[config.mk]
export PLATFORM = sky130hd
export DESIGN_NAME = sump_command_decoder
export DESIGN_NICKNAME = d
export VERILOG_FILES = /design/src/rtl/sump_command_decoder.sv
export SDC_FILE = /design/constraint.sdc
export NUM_CORES = 1
export LEC_CHECK = 0
export ABC_AREA = 1
export ABC_CLOCK_PERIOD_IN_PS = 3320
export CAP_MARGIN = 25
export CORE_UTILIZATION = 40
export CTS_CLUSTER_DIAMETER = 40
export DETAILED_ROUTE_END_ITERATION = 10
export SYNTH_ARGS = -nofsm -noshare
export SYNTH_HDL_FRONTEND = slang
export SYNTH_SLANG_ARGS = --single-unit
[constraint.sdc]
create_clock -name clock -period 3.32 [get_ports clock]
set_input_delay 0.332 -clock clock [delete_from_list [all_inputs] [get_ports clock]]
set_output_delay 0.332 -clock clock [all_outputs]
set_load 0.05 [all_outputs]
[src/rtl/sump_command_decoder.sv]
// -----------------------------------------------------------------------------
// sump_command_decoder
//
// Builds SUMP host commands out of the UART receive byte stream and issues a
// single-cycle write strobe for each completed command.
//   * Short command: one opcode byte with bit7 = 0.
//   * Long command : opcode byte with bit7 = 1, followed by four data bytes,
//                    least-significant byte first.
// If a long command stalls for longer than TIMEOUT idle cycles between bytes,
// the partial command is discarded and timeoutErr pulses.
//
// Ports
//   clock       in   system clock, rising edge
//   reset_n     in   asynchronous active-low reset
//   rxByte[7:0] in   received byte
//   rxValid     in   one-cycle strobe qualifying rxByte
//   execute     out  one-cycle pulse, a complete command was decoded
//   opcode[7:0] out  opcode of the last executed command
//   data[31:0]  out  data of the last long command (first data byte in [7:0])
//   softReset   out  pulse for opcode 0x00
//   arm         out  pulse for opcode 0x01
//   queryId     out  pulse for opcode 0x02
//   wrDivider   out  pulse for opcode 0x80
//   wrSize      out  pulse for opcode 0x81
//   wrFlags     out  pulse for opcode 0x82
//   wrTrigger   out  pulse for opcodes 0xC0-0xCF
//   busy        out  high while a long command is partially received
//   timeoutErr  out  pulse when a partial long command is discarded
// -----------------------------------------------------------------------------
module sump_command_decoder #(
    parameter int TIMEOUT     = 65535,
    parameter int TIMER_WIDTH = 16
) (
    input  logic        clock,
    input  logic        reset_n,
    input  logic [7:0]  rxByte,
    input  logic        rxValid,
    output logic        execute,
    output logic [7:0]  opcode,
    output logic [31:0] data,
    output logic        softReset,
    output logic        arm,
    output logic        queryId,
    output logic        wrDivider,
    output logic        wrSize,
    output logic        wrFlags,
    output logic        wrTrigger,
    output logic        busy,
    output logic        timeoutErr
);

    typedef enum logic [1:0] {
        ST_IDLE = 2'd0,
        ST_DATA = 2'd1,
        ST_EXEC = 2'd2
    } state_t;

    localparam logic [TIMER_WIDTH-1:0] TIMEOUT_CNT = TIMER_WIDTH'(TIMEOUT);

    state_t                 state_r;
    logic [7:0]             hold_op_r;
    logic [31:0]            hold_data_r;
    logic                   hold_long_r;
    logic [1:0]             count_r;
    logic [TIMER_WIDTH-1:0] timer_r;

    // Strobe vector order: {softReset, arm, queryId, wrDivider, wrSize, wrFlags, wrTrigger}.
    // Unknown opcodes map to no strobe at all.
    function automatic logic [6:0] decode_strobes(input logic [7:0] op);
        logic [6:0] stb;
        stb = 7'b000_0000;
        casez (op)
            8'h00:        stb = 7'b100_0000;
            8'h01:        stb = 7'b010_0000;
            8'h02:        stb = 7'b001_0000;
            8'h80:        stb = 7'b000_1000;
            8'h81:        stb = 7'b000_0100;
            8'h82:        stb = 7'b000_0010;
            8'b1100_????: stb = 7'b000_0001;
            default:      stb = 7'b000_0000;
        endcase
        return stb;
    endfunction

    // Command assembly FSM; all outputs are registered here.
    always_ff @(posedge clock or negedge reset_n) begin
        if (!reset_n) begin
            state_r     <= ST_IDLE;
            hold_op_r   <= 8'h00;
            hold_data_r <= 32'h0000_0000;
            hold_long_r <= 1'b0;
            count_r     <= 2'd0;
            timer_r     <= '0;
            execute     <= 1'b0;
            opcode      <= 8'h00;
            data        <= 32'h0000_0000;
            busy        <= 1'b0;
            timeoutErr  <= 1'b0;
            {softReset, arm, queryId, wrDivider, wrSize, wrFlags, wrTrigger} <= 7'b000_0000;
        end else begin
            // Pulses are low unless set below.
            execute    <= 1'b0;
            timeoutErr <= 1'b0;
            {softReset, arm, queryId, wrDivider, wrSize, wrFlags, wrTrigger} <= 7'b000_0000;

            case (state_r)
                ST_IDLE, ST_EXEC: begin
                    // Publish the command completed on the previous edge.
                    if (state_r == ST_EXEC) begin
                        execute <= 1'b1;
                        opcode  <= hold_op_r;
                        if (hold_long_r) begin
                            data <= hold_data_r;
                        end else begin
                            data <= data;
                        end
                        {softReset, arm, queryId, wrDivider, wrSize, wrFlags, wrTrigger}
                            <= decode_strobes(hold_op_r);
                    end else begin
                        execute <= 1'b0;
                    end

                    // EXEC accepts a new opcode exactly like IDLE so back-to-back
                    // bytes are never dropped.
                    if (rxValid) begin
                        hold_op_r <= rxByte;
                        if (rxByte[7]) begin
                            state_r     <= ST_DATA;
                            hold_long_r <= 1'b1;
                            count_r     <= 2'd0;
                            timer_r     <= '0;
                            busy        <= 1'b1;
                        end else begin
                            state_r     <= ST_EXEC;
                            hold_long_r <= 1'b0;
                        end
                    end else begin
                        state_r <= ST_IDLE;
                    end
                end

                ST_DATA: begin
                    // A byte arriving on the timeout cycle still wins.
                    if (rxValid) begin
                        hold_data_r[{count_r, 3'b000} +: 8] <= rxByte;
                        count_r <= count_r + 2'd1;
                        timer_r <= '0;
                        if (count_r == 2'd3) begin
                            state_r <= ST_EXEC;
                            busy    <= 1'b0;
                        end else begin
                            state_r <= ST_DATA;
                        end
                    end else if (timer_r == TIMEOUT_CNT) begin
                        state_r    <= ST_IDLE;
                        busy       <= 1'b0;
                        timeoutErr <= 1'b1;
                    end else begin
                        timer_r <= timer_r + {{(TIMER_WIDTH-1){1'b0}}, 1'b1};
                    end
                end

                default: begin
                    state_r <= ST_IDLE;
                    busy    <= 1'b0;
                end
            endcase
        end
    end

endmodule

## After elaboration in Yosys (flattened, before gate mapping)

Index checks and enable logic that the tools add are counted.

| word-level totals | value |
|---|---|
| register bits | 111 |
| latch bits | 0 |
| RAM bits | 0 |
| memory bits (read-only) | 0 |
| output and inout port bits | 50 |
| word-level logic and storage cells | 93 |
| memories | 0 |

| operators by class | value |
|---|---|
| add/sub/neg operators | 3 |
| multiply operators | 0 |
| div/mod/pow operators | 0 |
| $lt $le $gt $ge | 0 |
| equality and inequality tests | 16 |
| shift-type cells | 2 |
| mux-type cells | 43 |
| bitwise gates (word level) | 0 |
| reduce and logical (&&, ||, !) cells | 11 |

Operator list:

| kind | number |
|---|---|
| $mux 16 | 4 |
| $pmux 7 s7 | 1 |
| $bwmux 32 | 1 |
| $pmux 16 s2 | 1 |
| $shift 8x7->32 const A | 1 |
| $shiftx 8x7->32 | 1 |
| $mux 1 | 25 |
| $eq 8x8->1 const B | 3 |
| $add 16x1->16 const B | 1 |
| $eq 16x16->1 const B | 1 |
| $mux 2 | 8 |
| $reduce_and 4->1 | 3 |
| $ne 3x3->1 const B | 3 |
| $eq 8x1->1 const B | 1 |
| $eq 8x2->1 const B | 1 |
| $logic_not 8->1 | 1 |
| $pmux 2 s2 | 2 |
| $neg 5->7 | 1 |
| $ne 2x2->1 const B | 3 |
| $reduce_and 2->1 | 3 |
| $eq 2x2->1 const B | 2 |
| $eq 4x4->1 const B | 1 |
| $reduce_and 3->1 | 1 |
| $add 2x1->2 const B | 1 |
| other kinds (5) | 5 |

## Logic depth before layout (Yosys ltp)

Gate-level depths: netlist of the first run.

| depth | value |
|---|---|
| word-level depth | 4 |
| depth in mapped cells | 10 |

## Worst setup path before layout of the first run

OpenSTA, ideal clock, no wires.

| timing path | value |
|---|---|
| path type | register -> register |
| from | register count_r[0] |
| to | register hold_data_r[0] |
| setup time | 83 ps |
| data arrival time | 1578 ps |
| setup slack | 1659 ps |
| cell stages (with the launch flop) | 9 |
| buffers on the path | 1 |
| period minus slack after synthesis | 1661 ps |
| cell sequence | dfrtp_1 > buf_2 > inv_1 > ha_1 > inv_1 > nand2_1 > nor2_1 > nand3_1 > o21ai_0 |

| between the ends | value |
|---|---|
| longest elaborated chain between the ends | 3 |
| elaborated cells on any way between the ends | 4 |
| classes of those cells | add/sub (1); shift (2); mux (1) |

RTL lines:

| what | RTL line | RTL |
|---|---|---|
| from (decl) | 64 | `logic [1:0] count_r;` |
| from (signal assigned) | 146 | `count_r <= count_r + 2'd1;` |
| $neg 5->7 (*) | 145 | `hold_data_r[{count_r, 3'b000} +: 8] <= rxByte;` |
| $shiftx 8x7->32 or $shift 8x7->32 (tied branches) | 145 |  |
| $bwmux 32 (*) | 145 |  |
| to (signal, indexed assignment) | 145 |  |
| to (decl) | 62 | `logic [31:0] hold_data_r;` |

Mark *: on every way between the ends. The rest lies on a longest branch, timed or not.
A chain may end at the register's enable or synchronous reset.

## Worst setup path in the final report of the first run

| timing path | value |
|---|---|
| from | register count_r[0] |
| to | register hold_data_r[12] |

The elaborated chain is that of the path after synthesis.

==> results of run 1 <==
==> cells in the final DEF, fill, tap and decap left out, types with 2 or more instances in the layout <==
master	count
a21oi_1	3
buf_4	3
clkbuf_16	9
clkdlybuf4s50_1	59
dfrtp_1	110
ha_1	6
inv_1	58
inv_2	5
nand2_1	100
nand2_2	21
nand2_4	4
nand3_1	32
nand4_1	19
nor2_1	26
nor2_4	7
nor2_8	2
nor3_1	3
o21ai_0	46
o21ai_1	33
o21ai_2	10
xnor2_1	2
xor2_1	2
==> power breakdown <==
group | switching [mW] | internal, mW
Combinational | 1.64 | 0.704
Clock | 0.513 | 0.619
Sequential | 0.291 | 1.82
==> metal layers <==
layer  vias to the layer above  part of all wire (%)  GRT usage, %
li1                       1786                     -             -
met1                      1730                    45          24.1
met2                        84                    47          28.4
met3                        15                   5.7          3.21
met4                         0                   2.1          7.29
met5                         -                     0             0
==> cell type report <==
cell class / instances / area [um2] / share of cell area (%)
inverter: 65 / 249 / 4.23
clock inverter: 6 / 78.8 / 1.34
tap: 147 / 184 / 3.13
sequential: 110 / 2750 / 46.8
multi-input combinational: 324 / 1750 / 29.7
timing repair buffer: 63 / 633 / 10.8
clock buffer: 10 / 239 / 4.06
==> per-stage QoR <==
stage                     setup slack [ps]  cell area (um2)  hold slack, ps
after global placement                1120             5550             455
final                                  918             5880            55.9
after detailed placement               938             5570             459
after floorplan                       1660             4900            36.4
after global routing                   679             5880             144
after CTS                              940             5880             118
==> how the worst max path moves through the flow <==
stage | start | endpoint | slack (ps) | cells after the start
final | count_r[0]$_DFFE_PN0P_ | hold_data_r[12]$_DFFE_PN0P_ | 920 | 6
after global routing | count_r[0]$_DFFE_PN0P_ | hold_data_r[5]$_DFFE_PN0P_ | 680 | 7
after CTS | count_r[0]$_DFFE_PN0P_ | hold_data_r[12]$_DFFE_PN0P_ | 940 | 6
after detailed placement | count_r[0]$_DFFE_PN0P_ | hold_data_r[12]$_DFFE_PN0P_ | 940 | 6
after global placement | count_r[0]$_DFFE_PN0P_ | hold_data_r[15]$_DFFE_PN0P_ | 1120 | 6
after floorplan | count_r[0]$_DFFE_PN0P_ | hold_data_r[0]$_DFFE_PN0P_ | 1660 | 8
==> sequential cells by signal, summed over array words and instances (netlist names), 2 cells and up <==
register	cells
hold_op_r	8
hold_data_r	32
count_r	2
opcode	8
data	32
timer_r	16
state_r	2
==> cells by family (layout without fill, tap and decap cells) <==
family / Yosys count / count (layout)
xor gates and xnor gates: 4 / 4
adders and majority gates: 6 / 6
buffers and inverters: 81 / 144
AOI/OAI and AO/OA: 95 / 95
and+or+nand+nor: 219 / 219
DFF: 110 / 110
==> worst reg2reg max path: stages (launching register included) <==
cell     delay [ps]
dfrtp_1         820
inv_1           270
ha_1            380
inv_1            70
nor2_1          490
nand4_1         160
o21ai_0         120
==> impl_metrics.csv, run 1 <==
group,metric,value,unit
run_status,status,"completed",
worst_setup_path,crit_arrival,2660,ps
synthesis,avgSynthCellArea,9.52,um2
synthesis,synth_compound_area_share,10.6,%
timing,finClkSkew,9.13,ps
floorplan,coreArea,12000,um2
placement,place_inst,709,
timing,drv_slew,0,
global_routing,grt_max_degree,66,
clocking,postCtsSetupRepairBufs,0,
cells_and_area,final_util,49.2,%
clocking,clk_pin_slew,80,ps
global_routing,antenna_found_initial,0,
floorplan,num_rows,40,
floorplan,dieArea,12700,um2
synthesis,synthXorXnorAreaFrac,0.715,%
placement,io_buffer_count,60,
floorplan,start_util,41.0,%
floorplan,die_w,113,um
worst_setup_path,critPathMostFrequentCell,"inv_1",
synthesis,synth_enable_flop_cells,0,
clocking,clock-sinks,110,
route,firstDrtPassIters,5,
synthesis,synth_top_area_share,56.2,%
clocking,cts_resized,0,
floorplan,die_h,113,um
synthesis,synth_commonest_cells,"dfrtp_1, nand2_1, inv_1, o21ai_0, o21ai_1",
worst_setup_path,required,3580,ps
timing,rsz0062_at_grt,"no",
timing,finalCritPeriodShare,72.3,%
synthesis,synth_adder_area_share,1.53,%
route,drtIter0Drc,176,
cells_and_area,final_nets,590,
timing,slew_headroom,45.3,%
synthesis,synth_nets,532,
worst_setup_path,cp_cell_sequence,"inv_1, ha_1, inv_1, nor2_1, nand4_1, o21ai_0",
route,drc_errors,0,
synthesis,async_flop_share,100,%
worst_setup_path,r2r_end,"hold_data_r[12]$_DFFE_PN0P_",
worst_setup_path,reg2reg_slack,920,ps
synthesis,synth_ff_type,"dfrtp_1",
timing,tightest_slew,820,ps
route,vias,3615,
worst_setup_path,max_stage_delay,820,ps
synthesis,synth_top_family_by_area,"simple AND/OR/NAND/NOR gates",
placement,dp_hpwl,7340,um
worst_setup_path,cp-start-kind,"flop",
worst_setup_path,r2r_start,"count_r[0]$_DFFE_PN0P_",
global_routing,globalRouteTotalUtil,17.8,%
clocking,cts-root-buf,"clkbuf_16",
timing,finalSetupTns,0,ps
cells_and_area,finalNonFillerCells,725,
global_routing,overflow,0,
global_routing,grt_pass1_vias,3585,
synthesis,synthMuxAreaShare,0,%
synthesis,yosysSeqAreaShare,56.2,%
worst_setup_path,rr_worst_depth,6,
worst_setup_path,end_kind,"flop",
synthesis,synthTopCellsByArea,"dfrtp_1, nand2_1, o21ai_0",
clocking,htreeDepth,3,
clocking,ctsHoldBuffers,0,
synthesis,synth.largest_area_cell,"dfrtp_1",
power,power.density,950,nW/um2
worst_hold_path,min-delay-path-class,"in2async",
worst_setup_path,critPathKind,"reg2reg",
route,postRouteAntennaNets,0,
synthesis,yosys.cell_types.count,35,
clocking,numCtsBuffers,9,
synthesis,synth_seq_cells,110,
clocking,cts_buffer_depth,2,
cells_and_area,drive_gt1_share,12.8,%
route,avgViaCountPerCell,4.99,
synthesis,synth-simple-area-share,22.8,%
timing,hold_violations,0,
worst_setup_path,critPathTopFamily,"flip-flops",
power,p_total,5.59,mW
worst_setup_path,slowest_stage,"dfrtp_1",
timing,min_period,2400,ps
synthesis,synth_warnings,0,
route,wire_per_inst,14.2,um
synthesis,synth_most_common_cell,"dfrtp_1",
cells_and_area,antenna_cells,0,
timing,max_freq,0.416,GHz
job,cap_viol_max_count,0,
worst_setup_path,crit_fanout,23,
power,p_leak,2.71,nW
worst_setup_path,critPathBufInv,2,
cells_and_area,syn_to_final_growth,20.1,%
route,wirelength,10300,um
clocking,clkLatencyLatePin,350,ps
timing,setup_viol,0,
clocking,tritoncts,"built",
floorplan,num_io_pins,61,
power,ir_worst_vdd,0.407,mV
global_routing,grt_first_pass_wirelength,17600,um
placement,gp_congestion,0.788,
synthesis,synth_area,4900,um2
cells_and_area,fill_cells,1124,
synthesis,synth_cells,515,
No activity file was read; power rests on OpenSTA's default activity.
==> run 2: changes to the inputs <==
ABC_CLOCK_PERIOD_IN_PS = 2050   (was 3320)
clock period = 2.05 ns   (was 3.32 ns; I/O delays follow)
==> impl_metrics.csv, run 2 (synthesized netlist as in run 1, its figures left out) <==
group,metric,value,unit
cells_and_area,antenna_cells,0,
timing,finClkSkew,7.70,ps
cells_and_area,reg_top3,"data (32), hold_data_r (32), timer_r (16)",
route,wire_per_inst,14.1,um
cells_and_area,finalNonFillerCells,730,
timing,setup_viol,0,
timing,whs,397,ps
timing,hold_violations,0,
timing,finalCritPeriodShare,86.2,%
worst_setup_path,critPathMostFrequentCell,"inv_1",
route,vias,3602,
floorplan,die_h,113,um
worst_setup_path,r2r_end,"hold_data_r[21]$_DFFE_PN0P_",
timing,rsz0062_at_grt,"no",
floorplan,die_w,113,um
placement,gp_congestion,0.816,
clocking,tritoncts,"built",
floorplan,num_io_pins,61,
power,ir_worst_vdd,0.763,mV
floorplan,start_util,41.0,%
global_routing,overflow,0,
route,postRouteAntennaNets,0,
worst_setup_path,reg2reg_slack,280,ps
worst_setup_path,worstSetupPathDepth,6,
cells_and_area,layout_common_cells,"dfrtp_1, nand2_1, clkdlybuf4s50_1",
cells_and_area,stdcell_area,5900,um2
timing,slew_headroom,55.6,%
global_routing,antenna_found_initial,0,
timing,finalSetupTns,0,ps
worst_setup_path,r2r_start,"count_r[1]$_DFFE_PN0P_",
placement,io_buffer_count,60,
worst_setup_path,required,2300,ps
cells_and_area,drive_gt1_share,13.2,%
route,firstDrtPassIters,4,
timing,max_freq,0.566,GHz
worst_setup_path,end_kind,"flop",
cells_and_area,final_common_cell,"dfrtp_1",
placement,dp_hpwl,7250,um
clocking,htreeDepth,3,
cells_and_area,syn_to_final_growth,20.5,%
global_routing,grt_first_pass_wirelength,17900,um
route,wirelength,10300,um
worst_setup_path,critPathTopFamily,"simple AND/OR/NAND/NOR gates",
worst_setup_path,critPathKind,"reg2reg",
global_routing,grt_max_degree,53,
route,drtIter0Drc,179,
clocking,numCtsBuffers,9,
clocking,cts_resized,0,
clocking,clock-sinks,110,
worst_hold_path,min-delay-path-class,"in2async",
floorplan,dieArea,12700,um2
timing,tightest_slew,661,ps
worst_setup_path,cp-start-kind,"flop",
worst_setup_path,max_stage_delay,520,ps
timing,min_period,1770,ps
worst_setup_path,cp_cell_sequence,"inv_1, ha_1, inv_1, nor3_1, nand3_1, o21ai_0",
clocking,cts-root-buf,"clkbuf_16",
route,drc_errors,0,
clocking,postCtsSetupRepairBufs,0,
worst_setup_path,crit_arrival,2020,ps
worst_setup_path,rr_worst_depth,6,
cells_and_area,final_nets,595,
placement,placed_area,5620,um2
global_routing,grt_pass1_vias,3696,
power,power.density,1510,nW/um2
clocking,clkLatencyLatePin,340,ps
route,avgViaCountPerCell,4.93,
worst_setup_path,crit_fanout,6,
timing,drv_slew,0,
worst_setup_path,critPathBufInv,2,
clocking,cts_buffer_depth,2,
global_routing,globalRouteTotalUtil,17.8,%
floorplan,num_rows,40,
floorplan,coreArea,12000,um2
clocking,clk_pin_slew,70,ps
job,cap_viol_max_count,0,
power,p_leak,2.72,nW
run_status,status,"completed",
placement,place_inst,713,
worst_setup_path,slowest_stage,"nor3_1",
[run 2: changes by cell type in the layout (fill, tap and decap cells not counted)]
| cell | delta |
|---|---|
| buf_4 | +2 |
| dlygate4sd3_1 | +1 |
| bufinv_16 | -1 |
| clkinv_8 | -1 |
| clkbuf_8 | -1 |
| buf_12 | +2 |
| inv_6 | +1 |
| clkinvlp_4 | -1 |
| clkinv_2 | +2 |
| clkbuf_1 | +1 |
[run 2: worst register-to-register path, delay by kind of cell, from the launching register on]
kind | cells | cell delay [ps]
AO/OA/AOI/OAI | 1 | 120
buffers and inverters | 2 | 170
adder cells (fa/ha/maj) | 1 | 310
AND/OR/NAND/NOR | 2 | 680
flip-flops | 1 | 400
[run 2: how the worst max path moves through the flow]
stage | startpoint | endpoint | slack [ps]
floorplan | count_r[0]$_DFFE_PN0P_ | hold_data_r[0]$_DFFE_PN0P_ | 390
global placement | rxValid | timer_r[11]$_DFFE_PN0P_ | 280
detailed placement | rxValid | timer_r[13]$_DFFE_PN0P_ | 220
CTS | count_r[1]$_DFFE_PN0P_ | hold_data_r[18]$_DFFE_PN0P_ | 270
global route | count_r[1]$_DFFE_PN0P_ | hold_data_r[3]$_DFFE_PN0P_ | 80
finish | count_r[1]$_DFFE_PN0P_ | hold_data_r[21]$_DFFE_PN0P_ | 280
[run 2: through the flow]
step / power, mW / util [%] / setup slack (ps)
floorplan: 6.16 / - / 389
global placement: 7.23 / 47.0 / 280
detailed placement: 7.32 / 47.0 / 219
CTS: 9.00 / 49.4 / 273
global route: 9.46 / 49.4 / 82.5
finish: 8.90 / 49.4 / 283
[run 2: power breakdown]
group	internal, mW	total [mW]	switching (mW)
registers	2.96	3.36	0.409
clock network	0.837	1.64	0.804
logic	1.17	3.89	2.73
total	4.96	8.90	3.94
[run 2: layout make-up]
type | instances | area [um2]
multi-input combinational | 324 | 1750
timing repair buffer | 68 | 698
tap | 147 | 184
inverter | 65 | 249
sequential | 110 | 2750
clock inverter | 6 | 43.8
fill | 1130 | 6060
clock buffer | 10 | 229
[run 2: what timing repair did]
action / CTS / global route
setup endpoints to repair: 0 / 0
hold endpoints to repair: 40 / 0
hold buffers: 1 / 0
[run 2: layer usage]
metal / GRT usage [%] / vias up / share of wire [%]
li1: - / 1797 / -
met1: 25.1 / 1717 / 49
met2: 28.1 / 73 / 46
met3: 3.21 / 15 / 3.5
met4: 5.78 / 0 / 1.5
met5: 0 / - / 0
